==> config.mk <==
export PLATFORM = sky130hd
export DESIGN_NAME = operand_fwd_stage
export DESIGN_NICKNAME = d
export VERILOG_FILES = /design/src/rtl/pipe_pkg.sv /design/src/rtl/fwd_select.sv /design/src/rtl/operand_fwd_stage.sv
export SDC_FILE = /design/constraint.sdc
export NUM_CORES = 1
export LEC_CHECK = 0
export BUFFER_PORTS_ARGS = -buffer_cell sky130_fd_sc_hd__buf_2
export CAP_MARGIN = 5
export CORE_AREA = 2 2 154 156
export CTS_CLUSTER_DIAMETER = 120
export DETAILED_ROUTE_END_ITERATION = 10
export DIE_AREA = 0 0 156 158
export PLACE_DENSITY_LB_ADDON = 0.12
export REMOVE_ABC_BUFFERS = 1
export SLEW_MARGIN = 20
export SYNTH_ARGS = -nofsm -noshare
export SYNTH_HDL_FRONTEND = slang
export SYNTH_HIERARCHICAL = 1
export SYNTH_SLANG_ARGS = --single-unit
export TNS_END_PERCENT = 1
==> constraint.sdc <==
create_clock -name clk -period 4.2 [get_ports clk]
set_clock_uncertainty 0.2 [all_clocks]
set_input_delay 0.84 -clock clk [delete_from_list [all_inputs] [get_ports clk]]
set_output_delay 0.84 -clock clk [all_outputs]
set_load 0.01 [all_outputs]
==> src/rtl/pipe_pkg.sv <==
// pipe_pkg
// Shared constants for the decode/execute pipeline buses.
//   PIPE_DATA_W    - default operand width
//   PIPE_AW        - default register address width
//   PIPE_PAYLOAD_W - default width of the opaque instruction bundle
//   PIPE_NRD       - default number of source operands per instruction
//   PIPE_NSRC      - default number of forwarding producers
//   STALL_CNT_W    - width of the optional operand-stall counter
package pipe_pkg;

    localparam int PIPE_DATA_W    = 32;
    localparam int PIPE_AW        = 5;
    localparam int PIPE_PAYLOAD_W = 64;
    localparam int PIPE_NRD       = 2;
    localparam int PIPE_NSRC      = 3;
    localparam int STALL_CNT_W    = 32;

    typedef logic [PIPE_AW-1:0]     reg_addr_t;
    typedef logic [PIPE_DATA_W-1:0] reg_data_t;

endpackage

==> src/rtl/fwd_select.sv <==
// fwd_select
// Resolves one source operand against NSRC priority-ordered forwarding
// producers (index 0 youngest, highest priority) or the register file.
// Ports:
//   raddr, rden          - operand register number and read enable
//   fwd_valid/ready      - per producer: writes a register / result available
//   fwd_dest, fwd_data   - per producer destination and result (packed)
//   rf_rdata             - register-file data for this operand
//   opnd_ready           - operand value is usable this cycle
//   opnd_data            - resolved operand value
module fwd_select
    import pipe_pkg::*;
#(
    parameter int DATA_W = PIPE_DATA_W,
    parameter int AW     = PIPE_AW,
    parameter int NSRC   = PIPE_NSRC
) (
    input  logic [AW-1:0]          raddr,
    input  logic                   rden,
    input  logic [NSRC-1:0]        fwd_valid,
    input  logic [NSRC-1:0]        fwd_ready,
    input  logic [NSRC*AW-1:0]     fwd_dest,
    input  logic [NSRC*DATA_W-1:0] fwd_data,
    input  logic [DATA_W-1:0]      rf_rdata,
    output logic                   opnd_ready,
    output logic [DATA_W-1:0]      opnd_data
);

    logic [NSRC-1:0] hit;

    generate
        for (genvar gi = 0; gi < NSRC; gi++) begin : g_hit
            assign hit[gi] = fwd_valid[gi] && (fwd_dest[gi*AW +: AW] == raddr);
        end
    endgenerate

    // Walk from oldest to youngest so the lowest matching index wins. A
    // youngest hit that is not ready blocks the operand even when an older
    // producer has the same register ready: its value would be stale.
    always_comb begin
        opnd_ready = 1'b1;
        opnd_data  = rf_rdata;
        if (!rden || (raddr == '0)) begin
            opnd_data = '0;
        end else begin
            for (int k = NSRC - 1; k >= 0; k--) begin
                if (hit[k]) begin
                    opnd_ready = fwd_ready[k];
                    opnd_data  = fwd_data[k*DATA_W +: DATA_W];
                end
            end
        end
    end

endmodule

==> src/rtl/operand_fwd_stage.sv <==
// operand_fwd_stage
// Decode-side operand stage: one valid/allowin pipeline register holding an
// instruction bundle plus NRD source operands, each resolved from the
// register file or NSRC forwarding producers. Operands are captured into
// hold registers once resolved so later producer movement cannot alter them.
// Ports:
//   clk, resetn                      - clock, asynchronous active-low reset
//   in_valid/in_allowin/in_payload   - upstream handshake and bundle
//   in_raddr, in_rden                - source register numbers and enables
//   flush                            - discard the held instruction
//   out_valid/out_allowin/out_payload- downstream handshake and bundle
//   out_opnd                         - resolved operands (packed, op 0 at LSB)
//   rf_raddr, rf_rdata               - register-file read port (comb data)
//   fwd_valid/ready/dest/data        - forwarding producers, index 0 youngest
//   stall_cnt                        - operand-stall cycle counter, present
//                                      only when OPERAND_FWD_STALL_CNT_EN is
//                                      defined
module operand_fwd_stage
    import pipe_pkg::*;
#(
    parameter int DATA_W    = PIPE_DATA_W,
    parameter int AW        = PIPE_AW,
    parameter int NRD       = PIPE_NRD,
    parameter int NSRC      = PIPE_NSRC,
    parameter int PAYLOAD_W = PIPE_PAYLOAD_W
) (
    input  logic                   clk,
    input  logic                   resetn,
    input  logic                   in_valid,
    output logic                   in_allowin,
    input  logic [PAYLOAD_W-1:0]   in_payload,
    input  logic [NRD*AW-1:0]      in_raddr,
    input  logic [NRD-1:0]         in_rden,
    input  logic                   flush,
    output logic                   out_valid,
    input  logic                   out_allowin,
    output logic [PAYLOAD_W-1:0]   out_payload,
    output logic [NRD*DATA_W-1:0]  out_opnd,
    output logic [NRD*AW-1:0]      rf_raddr,
    input  logic [NRD*DATA_W-1:0]  rf_rdata,
    input  logic [NSRC-1:0]        fwd_valid,
    input  logic [NSRC-1:0]        fwd_ready,
    input  logic [NSRC*AW-1:0]     fwd_dest,
    input  logic [NSRC*DATA_W-1:0] fwd_data
`ifdef OPERAND_FWD_STALL_CNT_EN
    ,
    output logic [STALL_CNT_W-1:0] stall_cnt
`endif
);

    logic                  valid_reg;
    logic [PAYLOAD_W-1:0]  payload_reg;
    logic [NRD*AW-1:0]     raddr_reg;
    logic [NRD-1:0]        rden_reg;
    logic [NRD-1:0]        got_reg;
    logic [NRD*DATA_W-1:0] hold_reg;

    logic [NRD-1:0]        sel_rdy;
    logic [NRD*DATA_W-1:0] sel_data;
    logic [NRD-1:0]        opnd_rdy;
    logic                  ready_go;

    generate
        for (genvar gi = 0; gi < NRD; gi++) begin : g_opnd
            fwd_select #(
                .DATA_W (DATA_W),
                .AW     (AW),
                .NSRC   (NSRC)
            ) u_fwd_select (
                .raddr      (raddr_reg[gi*AW +: AW]),
                .rden       (rden_reg[gi]),
                .fwd_valid  (fwd_valid),
                .fwd_ready  (fwd_ready),
                .fwd_dest   (fwd_dest),
                .fwd_data   (fwd_data),
                .rf_rdata   (rf_rdata[gi*DATA_W +: DATA_W]),
                .opnd_ready (sel_rdy[gi]),
                .opnd_data  (sel_data[gi*DATA_W +: DATA_W])
            );

            // A captured operand is frozen; only unresolved ones track producers.
            assign opnd_rdy[gi] = got_reg[gi] | sel_rdy[gi];
            assign out_opnd[gi*DATA_W +: DATA_W] = got_reg[gi] ? hold_reg[gi*DATA_W +: DATA_W]
                                                               : sel_data[gi*DATA_W +: DATA_W];
        end
    endgenerate

    assign ready_go    = valid_reg && (&opnd_rdy);
    assign out_valid   = ready_go && !flush;
    assign in_allowin  = (!valid_reg || (ready_go && out_allowin)) && !flush;
    assign out_payload = payload_reg;
    assign rf_raddr    = raddr_reg;

    // Flush outranks load, load outranks leave, and capture happens only
    // while the instruction stays put.
    always_ff @(posedge clk or negedge resetn) begin
        if (!resetn) begin
            valid_reg   <= 1'b0;
            payload_reg <= '0;
            raddr_reg   <= '0;
            rden_reg    <= '0;
            got_reg     <= '0;
            hold_reg    <= '0;
        end else if (flush) begin
            valid_reg <= 1'b0;
            got_reg   <= '0;
        end else if (in_valid && in_allowin) begin
            valid_reg   <= 1'b1;
            payload_reg <= in_payload;
            raddr_reg   <= in_raddr;
            rden_reg    <= in_rden;
            got_reg     <= '0;
        end else if (out_valid && out_allowin) begin
            valid_reg <= 1'b0;
            got_reg   <= '0;
        end else if (valid_reg) begin
            for (int i = 0; i < NRD; i++) begin
                if (sel_rdy[i] && !got_reg[i]) begin
                    got_reg[i]                     <= 1'b1;
                    hold_reg[i*DATA_W +: DATA_W]   <= sel_data[i*DATA_W +: DATA_W];
                end
            end
        end
    end

`ifdef OPERAND_FWD_STALL_CNT_EN
    logic [STALL_CNT_W-1:0] stall_cnt_reg;

    // Counts operand stalls only; downstream backpressure is not a stall here.
    always_ff @(posedge clk or negedge resetn) begin
        if (!resetn) begin
            stall_cnt_reg <= '0;
        end else if (valid_reg && !ready_go && !flush && (stall_cnt_reg != '1)) begin
            stall_cnt_reg <= stall_cnt_reg + 1'b1;
        end
    end

    assign stall_cnt = stall_cnt_reg;
`endif

endmodule
# Word level (Yosys, flattened, before mapping)
# Index checks and enable logic that the tools add are counted.
[op_classes] eq_ne=6 muxes=27 n_bitwise=5 reduce_logical=35
[op_table] op="32-bit 2-to-1 mux" n=10
[op_table] op="5-bit == test" n=6
[op_table] op="1-bit logical AND" n=14
[op_table] op="1-bit 2-to-1 mux" n=13
[op_table] op="4-bit nonzero test" n=3
[op_table] op="5-bit logical NOT" n=2
[op_table] op="5-bit AND reduction" n=2
[op_table] op="2-bit 2-to-1 mux" n=4
[op_table] op="2-bit AND reduction" n=4
[op_table] op="1-bit logical NOT" n=6
[op_table] op="1-bit logical OR" n=3
[op_table] op="1-bit NOT" n=3
[op_table] op="3-bit nonzero test" n=1
[op_table] op="1-bit OR" n=2
[word_totals] ff_bits=143 input_bits=262 out_inout_bits=140 elab_cells=81

# Depth between registers and ports, before layout
# Gate-level depths: netlist of run 1.
[depth] depth_word=15 ltp_mapped=12 ltp_nobuf=8

# Modules after synthesis
# The synthesis of run 1 kept the hierarchy.
[modules_own_cells] mod="operand_fwd_stage" instances=1 cells_each=387 area_per_inst_um2=6137.1 seq_area_each_um2=3578.4
[modules_own_cells] mod="fwd_select" instances=2 cells_each=208 area_per_inst_um2=1576.5 seq_area_each_um2=0.0

# Worst setup path after synthesis of run 1
# No wires, ideal clock.
[synth_timing] kind="input to output" from="input port fwd_dest[6]" to="output port out_valid" arrival_ns=2.712 t_required_ns=3.160 slack_ns=0.448 path_stages=9 path_buffers=2 path_cell_list="xor2_1 > nor4_1 > and2_1 > buf_2 > buf_4 > nor3_1 > o21ai_0 > o22ai_1 > nor3b_1"
[synth_via] elab_chain_len=9 elab_cells_between_ends=15 cone_classes="eq/ne: 2; mux: 6; bitwise: 2; reduce/logical: 5"
[synth_rtl] element="start, declared" line="operand_fwd_stage.sv:43" text="input logic [NSRC*AW-1:0] fwd_dest,"
[synth_rtl] element="5-bit == test" line="fwd_select.sv:33" text="assign hit[gi] = fwd_valid[gi] && (fwd_dest[gi*AW +: AW] == raddr);"
[synth_rtl] element="1-bit logical AND" line="fwd_select.sv:33"
[synth_rtl] element="1-bit 2-to-1 mux (2 in series)" line="fwd_select.sv:47" text="if (hit[k]) begin"
[synth_rtl] element="1-bit 2-to-1 mux" line="fwd_select.sv:43" text="if (!rden || (raddr == '0)) begin"
[synth_rtl] element="named net sel_rdy[1]" line="operand_fwd_stage.sv:58" text="logic [NRD-1:0] sel_rdy;"
[synth_rtl] element="1-bit OR" line="operand_fwd_stage.sv:82" text="assign opnd_rdy[gi] = got_reg[gi] | sel_rdy[gi];"
[synth_rtl] element="2-bit AND reduction" line="operand_fwd_stage.sv:88" text="assign ready_go = valid_reg && (&opnd_rdy);"
[synth_rtl] element="1-bit logical AND" line="operand_fwd_stage.sv:88"
[synth_rtl] element="1-bit logical AND" line="operand_fwd_stage.sv:89" text="assign out_valid = ready_go && !flush;"
[synth_rtl] element="end, declared" line="operand_fwd_stage.sv:35" text="output logic out_valid,"
# The timed path passes the listed nets, and every way through them passes these cells.

# Worst setup path after layout of run 1
[layout_timing] from="register raddr_reg[7], in the netlist rf_raddr[7]" to="output port out_opnd[42]"
[layout_via] elab_chain_len=7 elab_cells_between_ends=13 cone_classes="eq/ne: 3; mux: 5; reduce/logical: 5"
[layout_rtl] element="start, declared" line="operand_fwd_stage.sv:53" text="logic [NRD*AW-1:0] raddr_reg;"
[layout_rtl] element="start signal, assigned" line="operand_fwd_stage.sv:110" text="raddr_reg <= in_raddr;"
[layout_rtl] element="5-bit == test" line="fwd_select.sv:33"
[layout_rtl] element="1-bit logical AND" line="fwd_select.sv:33"
[layout_rtl] element="32-bit 2-to-1 mux (3 in series)" line="fwd_select.sv:47"
[layout_rtl] element="32-bit 2-to-1 mux *" line="fwd_select.sv:43"
[layout_rtl] element="named net sel_data[42]" line="operand_fwd_stage.sv:59" text="logic [NRD*DATA_W-1:0] sel_data;"
[layout_rtl] element="32-bit 2-to-1 mux *" line="operand_fwd_stage.sv:83" text="assign out_opnd[gi*DATA_W +: DATA_W] = got_reg[gi] ? hold_reg[gi*DATA_W +: DATA_W]"
[layout_rtl] element="end, declared" line="operand_fwd_stage.sv:38" text="output logic [NRD*DATA_W-1:0] out_opnd,"
# Mark *: on every way through the listed nets, which the timed path passes. The rest lies on a longest branch.

==> results.ini, run 1 <==
[yosys]
synth-seq-area-share_pct=38.5
post_synth_edffs=0
synthCells=803
synth.lib_cells_used.distinct=38
number_of_synthesized_register_bits=143
syn-mean-instance-area_sq_um=11.6
synth_area_leader_cell=sky130_fd_sc_hd__dfrtp_1
synth_top_area_share_pct=38.5
synth_async_sr_flop_share_pct=100
synth_top_cells_by_area=sky130_fd_sc_hd__dfrtp_1 (39%), sky130_fd_sc_hd__mux2_2 (20%), sky130_fd_sc_hd__mux2i_1 (6.9%), sky130_fd_sc_hd__a41oi_2 (6.3%), sky130_fd_sc_hd__mux2_1 (4.8%)
synthesis.area_sq_mm=0.00929
flip_flop_cell_with_the_highest_count_after_synthesis=sky130_fd_sc_hd__dfrtp_1
yosysWarnings=6

[worst_setup_path]
worstPathArrival_ps=2930
worstSetupEndpointType=output port
worst_r2r_endpoint=out_payload[26]$_DFFE_PN0P_
rr_worst_depth=9
worstSetupStartpointType=register
setup.worst_path.start=rf_raddr[7]$_DFFE_PN0P_
worst_setup_path_endpoint=out_opnd[42]
critical_path_class=reg2out
regToRegSetupSlack_ps=690
worstPathRequired_ps=3160
worst-path-max-fanout=22
timing.rr.start=rf_raddr[2]$_DFFE_PN0P_

[detailed_routing]
vias_per_inst=5.53
drc=0
drt-wirelength-per-cell_microns=21.5
vias=8279
finalWirelength_microns=32200
post_route_antenna_net_violation_count=0
drt-pass1-iter-count=6
first_drt_iteration_drcs=397

[placement]
place.port_buffers=401
dp.cells=1456
dp_worst_setup_slack_ps=244
globalplace.congestion=0.824
placedInstanceArea_sq_mm=0.0115
post-dp-hpwl_microns=23300

[clocking]
cts_tree=done
htree_num_levels=4
cts-resized-gates=0
cts_setup_buffers=0
cts-hold-fix-buffers=0
worst_setup_hold_path_clk_slew_ps=70
clock-root-buffer=sky130_fd_sc_hd__clkbuf_16
numClockSinks=143
clock_insertion_delay_worst_skew_ps=420
clock_path_buffers=2
cts_made_buffers=17

[sta]
hold_slack_ps=282
timing_max_transition_violations_final=0
rsz_0062_raised_after_global_routing=false
worstMarginPinSlew_ps=1030
layout_min_cycle_time_ps=3970
tns_ps=0
report.final.setup_viol=0
f_max_mhz=252
setup_slack_ps=234
finalCritPeriodShare_pct=94.4
hold_violations=0
slew-limit-headroom_pct=31.0

[grt]
grt_pass1_wl_microns=48400
grtUsageTotal_pct=25.6
grt_start_max_net_pins=95
antenna_found_initial=12
grt.overflow.total=0
via_count_of_the_first_global_routing_pass=8506

[floorplanning]
die_outline_area_sq_mm=0.0246
start_util_pct=40.3
die_extent_in_y_microns=158
io_pins=402
number_of_placement_rows=56
fp.coreArea_sq_mm=0.0231
dieWidth_microns=156

[pwr]
power.density_cell_area_mw_per_mm2=408
power_leakage_nw=6.03
p_total_mw=4.94
power.ir.vdd_worst_mv=0.323

[cells_and_area]
final_area_sq_mm=0.0121
final_core_util_pct=52.6
finish.net_count=1447
area_growth_pct=30.5
fill_cells=2136
drive_gt1_share_pct=57.3
final_cell_count_no_fill=1496

[job]
max_cap_viol_count=0

[outcome]
status=complete, no violations

[min_path]
timing.hold.worst.class=reg2reg

## worst max-delay path: stages, from the launching register on
cell,delay [ps]
sky130_fd_sc_hd__dfrtp_1,490
sky130_fd_sc_hd__or4_4,600
sky130_fd_sc_hd__o21a_4,340
sky130_fd_sc_hd__nand3_2,120
sky130_fd_sc_hd__buf_4,310
sky130_fd_sc_hd__o211ai_1,190
sky130_fd_sc_hd__mux2_2,290
sky130_fd_sc_hd__buf_2,150
## worst min-delay path by stage
| stage | start | endpoint | slack (ps) | cells after the start |
|---|---|---|---|---|
| 2_1_floorplan | hold_reg[0]$_DFFE_PN0P_ | hold_reg[0]$_DFFE_PN0P_ | 270 | 1 |
| 3_3_place_gp | out_payload[13]$_DFFE_PN0P_ | out_payload[13]$_DFFE_PN0P_ | 260 | 1 |
| 3_5_place_dp | out_payload[7]$_DFFE_PN0P_ | out_payload[7]$_DFFE_PN0P_ | 270 | 1 |
| 4_1_cts | out_payload[7]$_DFFE_PN0P_ | out_payload[7]$_DFFE_PN0P_ | 290 | 1 |
| 5_1_grt | out_payload[56]$_DFFE_PN0P_ | out_payload[56]$_DFFE_PN0P_ | 310 | 1 |
| 6_report | out_payload[15]$_DFFE_PN0P_ | out_payload[15]$_DFFE_PN0P_ | 280 | 1 |
## synthesized netlist by cell type (3+ instances only)
cell,number
sky130_fd_sc_hd__buf_4,19
sky130_fd_sc_hd__o21ai_1,38
sky130_fd_sc_hd__buf_6,10
sky130_fd_sc_hd__xor2_1,16
sky130_fd_sc_hd__mux2_2,164
sky130_fd_sc_hd__and2_1,4
sky130_fd_sc_hd__nand4_1,24
sky130_fd_sc_hd__buf_2,33
sky130_fd_sc_hd__nand2_1,5
sky130_fd_sc_hd__a21oi_1,4
sky130_fd_sc_hd__dfrtp_1,143
sky130_fd_sc_hd__o21ai_0,10
sky130_fd_sc_hd__mux2i_1,64
sky130_fd_sc_hd__nand3_2,4
sky130_fd_sc_hd__nand3_1,22
sky130_fd_sc_hd__nor4_1,46
sky130_fd_sc_hd__xnor2_1,14
sky130_fd_sc_hd__mux2_1,40
sky130_fd_sc_hd__buf_1,3
sky130_fd_sc_hd__inv_1,44
sky130_fd_sc_hd__nor2_1,3
sky130_fd_sc_hd__clkbuf_1,9
sky130_fd_sc_hd__a41oi_2,36
sky130_fd_sc_hd__a41oi_1,6
sky130_fd_sc_hd__o211ai_1,22
## layout by cell type, fill, tap and decap left out, types with 5 or more instances in the layout
master and n:
sky130_fd_sc_hd__nand2_1 5, sky130_fd_sc_hd__mux2_2 164, sky130_fd_sc_hd__buf_2 400, sky130_fd_sc_hd__nand3_1 22
sky130_fd_sc_hd__xor2_1 16, sky130_fd_sc_hd__a41oi_2 36, sky130_fd_sc_hd__dfrtp_1 141, sky130_fd_sc_hd__o21ai_0 9
sky130_fd_sc_hd__clkbuf_16 17, sky130_fd_sc_hd__a41oi_1 6, sky130_fd_sc_hd__inv_1 44, sky130_fd_sc_hd__mux2i_1 64
sky130_fd_sc_hd__nor4_1 46, sky130_fd_sc_hd__diode_2 8, sky130_fd_sc_hd__nand4_1 24, sky130_fd_sc_hd__buf_4 33
sky130_fd_sc_hd__mux2_1 40, sky130_fd_sc_hd__xnor2_1 14, sky130_fd_sc_hd__o211ai_1 22, sky130_fd_sc_hd__o21ai_1 39
## layer usage
layer  vias to the layer above  GRT usage (%)  wire length [microns]
met5                         -              0                     62
met4                        10           10.4                    999
met3                        63           6.93                   2630
met2                       388           44.1                  15700
met1                      4005           30.5                  12800
li1                       3813              -                      -
## logic make-up (layout without fill, tap and decap cells)
| logic type | count (synthesis) | after routing | share of synthesized area, % |
|---|---|---|---|
| buffers and inverters | 118 | 513 | 6.79 |
| muxes | 268 | 268 | 31.6 |
| and+or+nand+nor | 118 | 118 | 7.74 |
| AOI/OAI and AO/OA | 126 | 126 | 12.5 |
| other | 0 | 8 | 0 |
| DFF | 143 | 143 | 38.5 |
| xor gates and xnor gates | 30 | 30 | 2.83 |
## power by group
part	total, mW	internal (mW)	switching, mW
sequential	1.88	1.69	0.195
combinational	1.56	0.738	0.826
clock	1.50	0.792	0.705
## cell type report
class                           count  area [sq um]  area share [%]
Timing Repair Buffer              437          2320            19.1
Clock buffer                       18           429            3.54
Sequential cell                   143          3580            29.5
Antenna cell                        8          20.0           0.165
Multi-Input combinational cell    542          5100            42.1
Clock inverter                     14           145            1.20
Tap cell                          290           363            2.99
Inverter                           44           165            1.36
Power figures use the tool's default switching activity.
==> run 2: changes to the inputs <==
--- a/config.mk
+++ b/config.mk
@@ -11,6 +11,7 @@
 export CTS_CLUSTER_DIAMETER = 120
 export DETAILED_ROUTE_END_ITERATION = 10
 export DIE_AREA = 0 0 156 158
+export MAX_ROUTING_LAYER = met4
 export PLACE_DENSITY_LB_ADDON = 0.12
 export REMOVE_ABC_BUFFERS = 1
 export SLEW_MARGIN = 20
==> run 2 against run 1 <==
First-iteration DRC count down 0.25%. Clock-buffer cell count unchanged. Critical endpoint unchanged. Non-clock buffer count unchanged. Flip-flop and latch count unchanged. Critical path type unchanged. Die area unchanged. Clock power about the same. Register-to-register slack about the same. Maximum frequency down 0.23%.
==> results.ini, run 2 (synthesized netlist as in run 1, its figures left out) <==
[outcome]
status=complete, no violations

[floorplanning]
die_outline_area_sq_mm=0.0246  ; unchanged
dieWidth_microns=156  ; unchanged
io_pins=402  ; unchanged
fp.coreArea_sq_mm=0.0231  ; unchanged
die_extent_in_y_microns=158  ; unchanged
start_util_pct=40.3  ; unchanged
number_of_placement_rows=56  ; unchanged

[detailed_routing]
vias_per_inst=5.46  ; -1.3%
drt-wirelength-per-cell_microns=21.4  ; -0.36%
drc=0  ; unchanged
drt-pass1-iter-count=4  ; -2
finalWirelength_microns=32200  ; about the same
post_route_antenna_net_violation_count=0  ; unchanged
vias=8198  ; -0.98%
first_drt_iteration_drcs=396  ; -0.25%

[pwr]
p_sw_share_pct=35.0  ; +0.072 points
p_int_mw=3.22  ; about the same
power.density_cell_area_mw_per_mm2=408  ; about the same
switching_power_mw=1.73  ; +0.32%
share_clk_of_total_power_pct=30.4  ; about the same
power.ir.vdd_worst_mv=0.321  ; -0.54%
power.share.sequential_pct=38.0  ; about the same
power_frac_comb_pct=31.6  ; about the same
power_leakage_nw=6.03  ; about the same

[grt]
grt_pass1_wl_microns=48300  ; -0.28%
via_count_of_the_first_global_routing_pass=8543  ; +0.43%
grt_start_max_net_pins=95  ; unchanged
antenna_found_initial=12  ; unchanged
grt.overflow.total=0  ; unchanged
grtUsageTotal_pct=26.4  ; +0.77 points

[sta]
hold_violations=0  ; unchanged
tns_ps=0  ; unchanged
worstMarginPinSlew_ps=1040  ; +3.53 ps
timing_max_transition_violations_final=0  ; unchanged
rsz_0062_raised_after_global_routing=false
report.final.setup_viol=0  ; unchanged
layout_min_cycle_time_ps=3980  ; +9.12 ps
finalCritPeriodShare_pct=94.7  ; +0.22 points
f_max_mhz=252  ; -0.23%
slew-limit-headroom_pct=30.8  ; -0.24 points

[placement]
placedInstanceArea_sq_mm=0.0115  ; unchanged
post-dp-hpwl_microns=23300  ; unchanged
place.port_buffers=401  ; unchanged
globalplace.congestion=0.836  ; +1.5%

[clocking]
clock_path_buffers=2  ; unchanged
cts-hold-fix-buffers=0  ; unchanged
htree_num_levels=4  ; unchanged
cts-resized-gates=0  ; unchanged
clock-root-buffer=sky130_fd_sc_hd__clkbuf_16
cts_tree=done
cts_made_buffers=17  ; unchanged
numClockSinks=143  ; unchanged
clock_insertion_delay_worst_skew_ps=420  ; about the same
cts_setup_buffers=0  ; unchanged
worst_setup_hold_path_clk_slew_ps=70  ; about the same

[worst_setup_path]
critical_path_class=reg2out
worst-path-max-fanout=22  ; unchanged
worstPathRequired_ps=3160  ; about the same
worstSetupEndpointType=output port
worstSetupStartpointType=register
worstPathArrival_ps=2940  ; about the same

[cells_and_area]
final_area_sq_mm=0.0121  ; +0.10%
finish.net_count=1447  ; unchanged
final_core_util_pct=52.6  ; +0.054 points
area_growth_pct=30.6
final_cell_mix=sky130_fd_sc_hd__buf_2 (400), sky130_fd_sc_hd__mux2_2 (164), sky130_fd_sc_hd__dfrtp_1 (141), sky130_fd_sc_hd__mux2i_1 (64), sky130_fd_sc_hd__nor4_1 (46)
layout.cells.most_common=sky130_fd_sc_hd__buf_2
drive_gt1_share_pct=57.3  ; unchanged

[min_path]
timing.hold.worst.class=reg2reg

[job]
max_cap_viol_count=0  ; unchanged

## run 2: cell count changes in the layout (fill, tap and decap cells not counted)
cell	before	now
sky130_fd_sc_hd__diode_2	8	13
## run 2: path summary, 6_finish.rpt
path | cells past startpoint | startpoint | endpoint | slack, ps
min in group asynchronous | 1 | resetn | hold_reg[1]$_DFFE_PN0P_ | 330
max | 7 | rf_raddr[7]$_DFFE_PN0P_ | out_opnd[42] | 220
max in group asynchronous | 2 | resetn | out_payload[8]$_DFFE_PN0P_ | 2600
min reg2reg | 1 | out_payload[14]$_DFFE_PN0P_ | out_payload[14]$_DFFE_PN0P_ | 280
max reg2reg | 9 | rf_raddr[2]$_DFFE_PN0P_ | out_payload[26]$_DFFE_PN0P_ | 690
min | 1 | out_payload[14]$_DFFE_PN0P_ | out_payload[14]$_DFFE_PN0P_ | 280
## run 2: metrics by stage
step	setup slack, ps	power [mW]	hold slack, ps	std cells
5_1_grt	67.5	5.21	307	1500
6_report	225	4.95	283	1501
3_5_place_dp	244	3.47	269	1456
4_1_cts	82.0	4.98	287	1488
3_3_place_gp	307	3.43	262	1456
2_1_floorplan	-3040	2.73	274	729
## run 2: power groups by stage
stage | combinational [mW] | sequential, mW | clock, mW
2_1_floorplan | 0.817 | 1.91 | 0
3_3_place_gp | 1.54 | 1.89 | 0
3_5_place_dp | 1.57 | 1.90 | 0
4_1_cts | 1.57 | 1.88 | 1.54
5_1_grt | 1.68 | 1.92 | 1.60
6_report | 1.56 | 1.88 | 1.50
## run 2: critical path, stage by stage (launching register included)
cell and delay (ps):
sky130_fd_sc_hd__dfrtp_1 500, sky130_fd_sc_hd__or4_4 600, sky130_fd_sc_hd__o21a_4 340, sky130_fd_sc_hd__nand3_2 120, sky130_fd_sc_hd__buf_4 310, sky130_fd_sc_hd__o211ai_1 190, sky130_fd_sc_hd__mux2_2 290, sky130_fd_sc_hd__buf_2 150
## run 2: final cells by class
| type | count | area (sq um) |
|---|---|---|
| clock inverters | 14 | 145 |
| fillers | 2132 | 10900 |
| diodes | 13 | 32.5 |
| flip-flops and latches | 143 | 3580 |
| inverters | 44 | 165 |
| multi-input cells | 542 | 5100 |
| repair buffers | 437 | 2320 |
| well taps | 290 | 363 |
| clock buffers | 18 | 429 |
## run 2: layer usage
layer / routed length, microns / up-vias / global-route usage (%)
met2: 15800 / 367 / 44.3
met4: 975 / 0 / 10.1
met1: 13000 / 3968 / 30.9
li1: - / 3811 / -
met5: 0 / - / -
met3: 2430 / 52 / 6.24
